[config.mk]
export PLATFORM = sky130hd
export DESIGN_NAME = sub8_pipe_flat
export DESIGN_NICKNAME = d
export VERILOG_FILES = /design/src/rtl/sub8_pipe_pkg.sv /design/src/rtl/sub8_pipe_if.sv /design/src/rtl/sub8_pipe_cla4_nibble.sv /design/src/rtl/sub8_pipe.sv /design/src/flat_wrapper.sv
export SDC_FILE = /design/constraint.sdc
export NUM_CORES = 1
export LEC_CHECK = 0
export ABC_AREA = 1
export CORE_UTILIZATION = 48
export DETAILED_ROUTE_END_ITERATION = 10
export PLACE_DENSITY = 0.78
export REMOVE_ABC_BUFFERS = 1
export SLEW_MARGIN = 40
export SYNTH_ARGS = -nofsm -noshare
export SYNTH_HDL_FRONTEND = slang
export SYNTH_SLANG_ARGS = --single-unit
[constraint.sdc]
create_clock -name clk -period 1.75 [get_ports clk]
set_input_delay 0.175 -clock clk [delete_from_list [all_inputs] [get_ports clk]]
set_output_delay 0.175 -clock clk [all_outputs]
set_load 0.02 [all_outputs]
[src/rtl/sub8_pipe_pkg.sv]
// Shared types and the 4-bit carry-lookahead helper for the pipelined 8-bit subtractor.
package sub_pkg;

    localparam int W   = 8;
    localparam int NIB = 4;

    typedef struct packed {
        logic bo;
        logic v;
        logic z;
    } flags_t;

    // Returns carries C[4:1] of a 4-bit group from propagate/generate terms.
    function automatic logic [3:0] lookahead4(input logic [3:0] p, input logic [3:0] g, input logic cin);
        logic [3:0] c;
        c[0] = g[0] | (p[0] & cin);
        c[1] = g[1] | (p[1] & g[0]) | (p[1] & p[0] & cin);
        c[2] = g[2] | (p[2] & g[1]) | (p[2] & p[1] & g[0]) | (p[2] & p[1] & p[0] & cin);
        c[3] = g[3] | (p[3] & g[2]) | (p[3] & p[2] & g[1]) | (p[3] & p[2] & p[1] & g[0])
             | (p[3] & p[2] & p[1] & p[0] & cin);
        return c;
    endfunction

endpackage

[src/rtl/sub8_pipe_if.sv]
// Operand/result handshake bundle between an upstream producer, sub8_pipe and its consumer.
interface sub8_pipe_if;
    import sub_pkg::*;

    logic         in_valid;
    logic         in_ready;
    logic [W-1:0] X;
    logic [W-1:0] Y;
    logic         BI;
    logic         out_valid;
    logic         out_ready;
    logic [W-1:0] D;
    logic         BO;
    logic         V;
    logic         Z;

    modport master (
        output in_valid, X, Y, BI, out_ready,
        input  in_ready, out_valid, D, BO, V, Z
    );

    modport slave (
        input  in_valid, X, Y, BI, out_ready,
        output in_ready, out_valid, D, BO, V, Z
    );
endinterface

[src/rtl/sub8_pipe_cla4_nibble.sv]
// One 4-bit carry-lookahead adder slice; subtraction is formed by the caller inverting B and Cin.
module cla4_nibble
    import sub_pkg::*;
(
    output logic [NIB-1:0] S,
    output logic           Cout,
    input  logic [NIB-1:0] A,
    input  logic [NIB-1:0] B,
    input  logic           Cin
);
    logic [NIB-1:0] w_p;
    logic [NIB-1:0] w_g;
    logic [NIB-1:0] w_c;

    assign w_p  = A ^ B;
    assign w_g  = A & B;
    assign w_c  = lookahead4(w_p, w_g, Cin);
    assign S    = w_p ^ {w_c[2:0], Cin};
    assign Cout = w_c[3];
endmodule

[src/rtl/sub8_pipe.sv]
// Two-stage pipelined 8-bit subtractor D = X - Y - BI with registered borrow/overflow/zero flags.
module sub8_pipe
    import sub_pkg::*;
(
    input  logic        clk,
    input  logic        rst,
    sub8_pipe_if.slave  bus
);
    logic [NIB-1:0] r_dl;
    logic           r_c4;
    logic [NIB-1:0] r_xh;
    logic [NIB-1:0] r_nyh;
    logic           r_x7;
    logic           r_y7;
    logic           r_s1_v;

    logic [W-1:0]   r_d;
    flags_t         r_flags;
    logic           r_out_valid;

    logic [NIB-1:0] w_dl;
    logic           w_c4;
    logic [NIB-1:0] w_dh;
    logic           w_c8;
    logic [W-1:0]   w_d;
    flags_t         w_flags;
    logic           w_adv2;
    logic           w_in_ready;
    logic           w_take;

    assign w_adv2     = r_s1_v & (~r_out_valid | bus.out_ready);
    assign w_in_ready = ~rst & (~r_s1_v | w_adv2);
    assign w_take     = bus.in_valid & w_in_ready;

    cla4_nibble u_lo (
        .S    (w_dl),
        .Cout (w_c4),
        .A    (bus.X[NIB-1:0]),
        .B    (~bus.Y[NIB-1:0]),
        .Cin  (~bus.BI)
    );

    cla4_nibble u_hi (
        .S    (w_dh),
        .Cout (w_c8),
        .A    (r_xh),
        .B    (r_nyh),
        .Cin  (r_c4)
    );

    assign w_d = {w_dh, r_dl};

    // Flags for the result about to enter the output registers.
    always_comb begin
        w_flags    = '{bo: 1'b0, v: 1'b0, z: 1'b0};
        w_flags.bo = ~w_c8;
        w_flags.v  = (r_x7 ^ r_y7) & (w_d[W-1] ^ r_x7);
        w_flags.z  = ~|w_d;
    end

    // Stage 1: low-nibble difference plus the high-nibble operands it still needs.
    always_ff @(posedge clk) begin
        if (rst) begin
            r_s1_v <= 1'b0;
            r_dl   <= {NIB{1'b0}};
            r_c4   <= 1'b0;
            r_xh   <= {NIB{1'b0}};
            r_nyh  <= {NIB{1'b0}};
            r_x7   <= 1'b0;
            r_y7   <= 1'b0;
        end else if (w_take) begin
            r_s1_v <= 1'b1;
            r_dl   <= w_dl;
            r_c4   <= w_c4;
            r_xh   <= bus.X[W-1:NIB];
            r_nyh  <= ~bus.Y[W-1:NIB];
            r_x7   <= bus.X[W-1];
            r_y7   <= bus.Y[W-1];
        end else if (w_adv2) begin
            r_s1_v <= 1'b0;
        end else begin
            r_s1_v <= r_s1_v;
        end
    end

    // Stage 2: result and flags, held stable while the consumer stalls.
    always_ff @(posedge clk) begin
        if (rst) begin
            r_out_valid <= 1'b0;
            r_d         <= {W{1'b0}};
            r_flags     <= '{bo: 1'b0, v: 1'b0, z: 1'b0};
        end else if (w_adv2) begin
            r_out_valid <= 1'b1;
            r_d         <= w_d;
            r_flags     <= w_flags;
        end else if (bus.out_ready) begin
            r_out_valid <= 1'b0;
        end else begin
            r_out_valid <= r_out_valid;
        end
    end

    assign bus.in_ready  = w_in_ready;
    assign bus.out_valid = r_out_valid;
    assign bus.D         = r_d;
    assign bus.BO        = r_flags.bo;
    assign bus.V         = r_flags.v;
    assign bus.Z         = r_flags.z;
endmodule

[src/flat_wrapper.sv]
// flat-port wrapper written by rule: the top's interface ports become plain ports
module sub8_pipe_flat import sub_pkg::*;
  (clk, rst, bus_in_valid, bus_X, bus_Y, bus_BI, bus_out_ready, bus_in_ready, bus_out_valid, bus_D, bus_BO, bus_V, bus_Z);
  sub8_pipe_if bus_i ();
  input  logic clk;
  input  logic rst;
  input wire logic [$bits(bus_i.in_valid)-1:0] bus_in_valid;
  input wire logic [$bits(bus_i.X)-1:0] bus_X;
  input wire logic [$bits(bus_i.Y)-1:0] bus_Y;
  input wire logic [$bits(bus_i.BI)-1:0] bus_BI;
  input wire logic [$bits(bus_i.out_ready)-1:0] bus_out_ready;
  output wire logic [$bits(bus_i.in_ready)-1:0] bus_in_ready;
  output wire logic [$bits(bus_i.out_valid)-1:0] bus_out_valid;
  output wire logic [$bits(bus_i.D)-1:0] bus_D;
  output wire logic [$bits(bus_i.BO)-1:0] bus_BO;
  output wire logic [$bits(bus_i.V)-1:0] bus_V;
  output wire logic [$bits(bus_i.Z)-1:0] bus_Z;
  assign bus_i.in_valid = bus_in_valid;
  assign bus_i.X = bus_X;
  assign bus_i.Y = bus_Y;
  assign bus_i.BI = bus_BI;
  assign bus_i.out_ready = bus_out_ready;
  assign bus_in_ready = bus_i.in_ready;
  assign bus_out_valid = bus_i.out_valid;
  assign bus_D = bus_i.D;
  assign bus_BO = bus_i.BO;
  assign bus_V = bus_i.V;
  assign bus_Z = bus_i.Z;
  sub8_pipe u_core (.clk(clk), .rst(rst), .bus(bus_i));
endmodule
==> reports/qor.yml, run 1 <==
logic_synthesis:
  ys_seq_area_frac: 0.392
  muxShareOfSynthArea: 0
  netlist_area_mm2: 0.00138
  avgSynthCellArea_um2: 7.49
  synth-seq-cells: 27
  syn_inst: 184
  synth_top_family_by_area: "simple AND/OR/NAND/NOR gates"
  yosys.cell_types.count: 26
  synth_adder_area_share: 0.102
  yosys_warnings: 0
  synthSimpleGateAreaFrac: 0.246
  synth_compound_area_frac: 0.143
  synthXorXnorAreaFrac: 0.0127
critical_path:
  r2r.worst_path.cells: 9
  r2r_start: "u_core.r_nyh[2]"
  setup.worst_path.start_class: "flip-flop"
  worst-path-max-fanout: 4
  max_stage_delay_ns: 0.34
  endpoint_kind: "flip-flop"
  crit_top_cell: "nand2_1"
  cp_slowest_cell: "dfxtp_1"
  r2r_end: "u_core.bus.D[7]"
  worstPathArrival_ns: 1.82
  path_class: "flip-flop to flip-flop"
  required_ns: 2.03
  r2r_slack_ns: 0.21
  timing.critical_path.cells: "ha_1 -> or2_0 -> nand2_1 -> nand2_1 -> nand2_1 -> nand2_1 -> nand2_1 -> o211ai_1 -> inv_1"
sta:
  layout_min_cycle_time_ns: 1.54
  rsz0062_at_grt: "false"
  skew_ns: 0.00205
  slew_headroom: 0.698
  fmax_mhz: 648
  tns_ns: 0
  period_share: 0.881
  slew_violations: 0
  worstMarginPinSlew_ns: 0.453
  hold_viol: 0
  setup_ws_ns: 0.207
  final-setup-viol-count: 0
  whs_ns: 0.395
cells_and_area:
  multi_input_area_um2: 693
  drive_gt1_frac: 0.0639
  stdcell_count: 250
  finalNetCount: 251
  final_common_cell: "nand2_1"
  fillCellCount: 255
  insertedDiodeCount: 0
  finalInstanceArea_mm2: 0.00177
  syn_to_final_growth_pct: 28.5
  final_util: 0.648
  seqCellArea_um2: 541
  final_cell_mix: "nand2_1 (38), clkdlybuf4s50_1 (32), inv_1 (27), dfxtp_1 (27), o21ai_0 (19)"
floorplan:
  initial_utilization: 0.504
  rows: 19
  io_pins: 34
  core_mm2: 0.00273
  die_x_um: 55.6
  dieArea_mm2: 0.00309
  die_h_um: 55.6
pwr:
  fin_total_pwr_mw: 1.28
  power_density_mw_per_mm2: 724
  power_leakage_nw: 0.838
  ir_drop_mv: 0.472
clock_network:
  numCtsBuffers: 3
  clockBufferDepth: 2
  cts-root-buf: "clkbuf_4"
  clock_sink_count: 27
  clkSlewWorstSetupHoldPaths_ns: 0.14
  htreeDepth: 1
  postCtsSetupRepairBufs: 0
  cts_tree: "done"
  clock_latency_ns: 0.32
grt:
  grt_first_pass_wirelength_um: 4830
  antenna_found_initial: 0
  grt_max_degree: 21
  grt.total_usage: 0.197
  grt_pass1_vias: 1233
  grt-ovfl-total: 0
min_path:
  whs_path_depth: 2
  hp-class: "input pin to flip-flop"
  hold_path_end: "u_core.r_nyh[0]"
  min_from: "bus_Y[4]"
place:
  dp.cells: 246
  placed_area_mm2: 0.00174
  preCtsSetupSlack_ns: -0.0699
  io_buffers: 33
  dp_hpwl_um: 2250
  gp_congestion: 0.738
routing:
  viasPerCell: 5.12
  drtPass1Iterations: 4
  drtIter0Drc: 22
  wirelength_um: 2770
  drc_errors: 0
  ant_nets: 0
  vias: 1279
  wl_per_cell_um: 11.1
status:
  outcome: "finished, final reports clean"
job:
  cap_violations: 0
==> what timing repair did <==
item | 4_1_cts | 5_1_grt
hold buffers | 0 | 0
hold endpoints to repair | 0 | 0
gates resized for setup | 0 | 1
endpoints found under the setup margin | 0 | 1
==> synth_stat cells <==
cell / n / area share
dfxtp_1: 27 / 0.39
o21ai_0: 19 / 0.069
o211ai_1: 1 / 0.0055
or2_4: 1 / 0.0064
nand2_4: 1 / 0.0082
nand4_1: 3 / 0.014
xor2_1: 2 / 0.013
nor2_1: 14 / 0.038
nand3b_1: 1 / 0.0055
buf_4: 1 / 0.0055
buf_6: 1 / 0.0082
inv_1: 27 / 0.074
or2_0: 1 / 0.0045
nand2_1: 38 / 0.10
fa_1: 2 / 0.029
and2_1: 1 / 0.0045
clkinv_2: 1 / 0.0036
clkbuf_1: 2 / 0.0055
inv_4: 1 / 0.0045
nand3_1: 11 / 0.040
nand3_2: 1 / 0.0073
nor2_8: 1 / 0.015
a21oi_2: 1 / 0.0064
a21oi_1: 17 / 0.062
buf_2: 1 / 0.0036
ha_1: 8 / 0.073
==> final cells by class <==
class	count	area share
multi-input cells	123	0.392
flip-flops and latches	27	0.305
repair buffers	36	0.201
inverters	29	0.0636
well taps	31	0.0219
clock buffers	3	0.0127
clock inverters	1	0.00424
==> metal layers <==
layer  up-vias  GRT usage  wire length (µm)
met2        29      0.389              1520
met3         6     0.0279                93
met4         0     0.0857                46
met5         -          0                 0
met1       585      0.201              1110
li1        659          -                 -
==> critical path, delay by kind of cell, from the launching register on <==
kind            cells  cell delay (ns)
simple gates        6             0.67
compound gates      1             0.09
buf+inv             1             0.07
flops               1             0.34
fa+ha+maj           1             0.34
==> flip-flops by register name, summed over array words and instances, names as in the netlist <==
| signal | count |
|---|---|
| u_core.bus.BO | 1 |
| u_core.bus.D | 8 |
| u_core.bus.V | 1 |
| u_core.bus.Z | 1 |
| u_core.bus.out_valid | 1 |
| u_core.r_c4 | 1 |
| u_core.r_dl | 4 |
| u_core.r_nyh | 4 |
| u_core.r_s1_v | 1 |
| u_core.r_x7 | 1 |
| u_core.r_xh | 3 |
| u_core.r_y7 | 1 |
==> power breakdown <==
group / switching (mW) / leakage, nW / internal (mW) / total (mW)
Clock: 0.184 / 0.0139 / 0.0873 / 0.271
Sequential: 0.0277 / 0.223 / 0.660 / 0.688
Combinational: 0.169 / 0.602 / 0.153 / 0.322
Total: 0.381 / 0.838 / 0.901 / 1.28
==> kinds of logic after synthesis <==
group           Yosys count
xor+xnor                  2
flops                    27
fa+ha+maj                10
compound gates           38
buf+inv                  34
simple gates             73
==> worst max path at each step <==
stage,start,slack (ns),endpoint,cells after the start
after global routing,u_core.r_xh[1],0.07,u_core.bus.D[7],10
final,u_core.r_nyh[2],0.21,u_core.bus.D[7],9
after CTS,u_core.bus.out_valid,0.04,bus_in_ready,4
after detailed placement,bus_Y[2],-0.07,u_core.r_c4,11
after floorplan,u_core.r_nyh[0],0.40,u_core.bus.Z,7
after global placement,bus_Y[2],0.05,u_core.r_c4,11
Power figures use the tool's default switching activity.
==> run 2: changes to the inputs <==
--- a/config.mk
+++ b/config.mk
@@ -7,6 +7,7 @@
 export LEC_CHECK = 0
 export ABC_AREA = 1
 export CORE_UTILIZATION = 48
+export CTS_CLUSTER_SIZE = 20
 export DETAILED_ROUTE_END_ITERATION = 10
 export PLACE_DENSITY = 0.78
 export REMOVE_ABC_BUFFERS = 1
==> results of run 2 <==
No change in the layout: final DEF, timing and power equal those of run 1.
==> run 3: changes to the inputs <==
--- a/config.mk
+++ b/config.mk
@@ -9,6 +9,8 @@
 export CORE_UTILIZATION = 48
 export CTS_CLUSTER_SIZE = 20
 export DETAILED_ROUTE_END_ITERATION = 10
+export GPL_ROUTABILITY_DRIVEN = 0
+export GPL_TIMING_DRIVEN = 0
 export PLACE_DENSITY = 0.78
 export REMOVE_ABC_BUFFERS = 1
 export SLEW_MARGIN = 40
==> run 3 against run 2 <==
Effect of this change: sequential cell count is the same; via count shrank 2.0%; global-route usage rose by 0.22 points.
==> reports/qor.yml, run 3 (same netlist as run 1, synthesis figures left out) <==
place:
  preCtsSetupSlack_ns: -0.402  # was -0.0699 ns
  dp_hpwl_um: 2230  # was 2250 µm
  placed_area_mm2: 0.00172  # was 0.00174 mm²
  dp.cells: 243  # was 246
  io_buffers: 33  # unchanged
sta:
  fmax_mhz: 650  # was 648 MHz
  tns_ns: 0  # unchanged
  final-setup-viol-count: 0  # unchanged
  slew_violations: 0  # unchanged
  rsz0062_at_grt: "false"  # unchanged
  worstMarginPinSlew_ns: 0.452  # was 0.453 ns
  hold_viol: 0  # unchanged
  slew_headroom: 0.698  # about the same
  period_share: 0.879  # was 0.881
  setup_ws_ns: 0.212  # was 0.207 ns
  skew_ns: 0.00225  # was 0.00205 ns
  layout_min_cycle_time_ns: 1.54  # about the same
grt:
  grt-ovfl-total: 0  # unchanged
  grt_first_pass_wirelength_um: 4820  # was 4830 µm
  grt_pass1_vias: 1218  # was 1,233
  antenna_found_initial: 0  # unchanged
  grt_max_degree: 22  # was 21
  grt.total_usage: 0.199  # was 0.197
critical_path:
  required_ns: 2.00  # was 2.03 ns
  r2r_start: "u_core.r_nyh[2]"  # unchanged
  endpoint_kind: "flip-flop"  # unchanged
  worstPathArrival_ns: 1.78  # was 1.82 ns
  setup.worst_path.start_class: "flip-flop"  # unchanged
  critPathLaunch: "u_core.r_nyh[2]"  # unchanged
  worst-path-max-fanout: 4  # unchanged
  path_class: "flip-flop to flip-flop"  # unchanged
floorplan:
  io_pins: 34  # unchanged
  core_mm2: 0.00273  # unchanged
  initial_utilization: 0.504  # unchanged
  dieArea_mm2: 0.00309  # unchanged
  rows: 19  # unchanged
  die_x_um: 55.6  # unchanged
  die_h_um: 55.6  # unchanged
status:
  outcome: "finished, final reports clean"  # unchanged
routing:
  wl_per_cell_um: 11.4  # was 11.1 µm
  drtIter0Drc: 23  # was 22
  drtPass1Iterations: 4  # unchanged
  wirelength_um: 2820  # was 2770 µm
  viasPerCell: 5.08  # was 5.12
  ant_nets: 0  # unchanged
  vias: 1254  # was 1,279
  drc_errors: 0  # unchanged
cells_and_area:
  syn_to_final_growth_pct: 26.5  # was 28.5%
  largest_reg_flops: 8  # unchanged
  finalNetCount: 248  # was 251
  drive_gt1_frac: 0.0509  # was 0.0639
  final_cell_mix: "nand2_1 (38), clkdlybuf4s50_1 (31), inv_1 (27), dfxtp_1 (27), o21ai_0 (19)"  # was nand2_1 (38), clkdlybuf4s50_1 (32), inv_1 (27), dfxtp_1 (27), o21ai_0 (19)
  final_common_cell: "nand2_1"  # unchanged
  insertedDiodeCount: 0  # unchanged
  finalInstanceArea_mm2: 0.00174  # was 0.00177 mm²
  stdcell_count: 247  # was 250
clock_network:
  cts-root-buf: "clkbuf_4"  # unchanged
  clock_latency_ns: 0.33  # was 0.32 ns
  ctsHoldBuffers: 0  # unchanged
  clkSlewWorstSetupHoldPaths_ns: 0.14  # about the same
  clock_sink_count: 27  # unchanged
  cts_tree: "done"  # unchanged
  htreeDepth: 1  # unchanged
  numCtsBuffers: 3  # unchanged
  clockBufferDepth: 2  # unchanged
pwr:
  ir_drop_mv: 0.492  # was 0.472 mV
  power_leakage_nw: 0.825  # was 0.838 nW
  fin_total_pwr_mw: 1.28  # about the same
  power_density_mw_per_mm2: 736  # was 724 mW/mm²
job:
  cap_violations: 0  # unchanged
min_path:
  hp-class: "input pin to flip-flop"  # unchanged
  min_from: "rst"  # was bus_Y[4]
## run 3: worst paths after layout
path                          end  depth (start not counted)  slack, ns
setup / recovery  u_core.bus.D[7]                          8       0.21
hold reg to reg    u_core.r_dl[3]                          2       0.48
hold / removal    u_core.r_nyh[3]                          2       0.14
setup reg to reg  u_core.bus.D[7]                          8       0.21
## run 3: cell type report
type / instances / area (µm²)
clock buffer: 4 / 26.3
fill: 247 / 991
inverter: 29 / 116
multi-input combinational: 123 / 693
sequential: 27 / 541
tap: 31 / 38.8
timing repair buffer: 33 / 328
## run 3: power breakdown
part | switching (mW) | total (mW) | internal [mW]
clock network | 0.189 | 0.278 | 0.0896
logic | 0.170 | 0.317 | 0.147
registers | 0.0271 | 0.687 | 0.660
## run 3: timing repair
item                                    CTS  global route
setup buffers                             0             0
endpoints found under the setup margin    1             1
resized for setup                         3             2
pin swaps                                 0             0
## run 3: metrics by stage
step	utilization	hold WS, ns
after floorplan	-	0.237
after CTS	0.638	0.344
after global routing	0.638	0.132
after detailed placement	0.627	0.459
after global placement	0.627	0.455
final	0.638	0.145
## run 3: metal layers
layer | wire length (µm) | GRT usage
met1 | 1140 | 0.200
met2 | 1530 | 0.394
met3 | 73 | 0.0209
met4 | 70 | 0.104
met5 | 0 | 0
## run 3: worst max-delay path, cell delays in order, from the launching register on
cell and delay, ns:
dfxtp_1 0.34, ha_1 0.34, or2_0 0.21, nand2_1 0.12, nand3_1 0.12, nand2_1 0.12, nand2_1 0.06, o211ai_1 0.09
inv_1 0.05
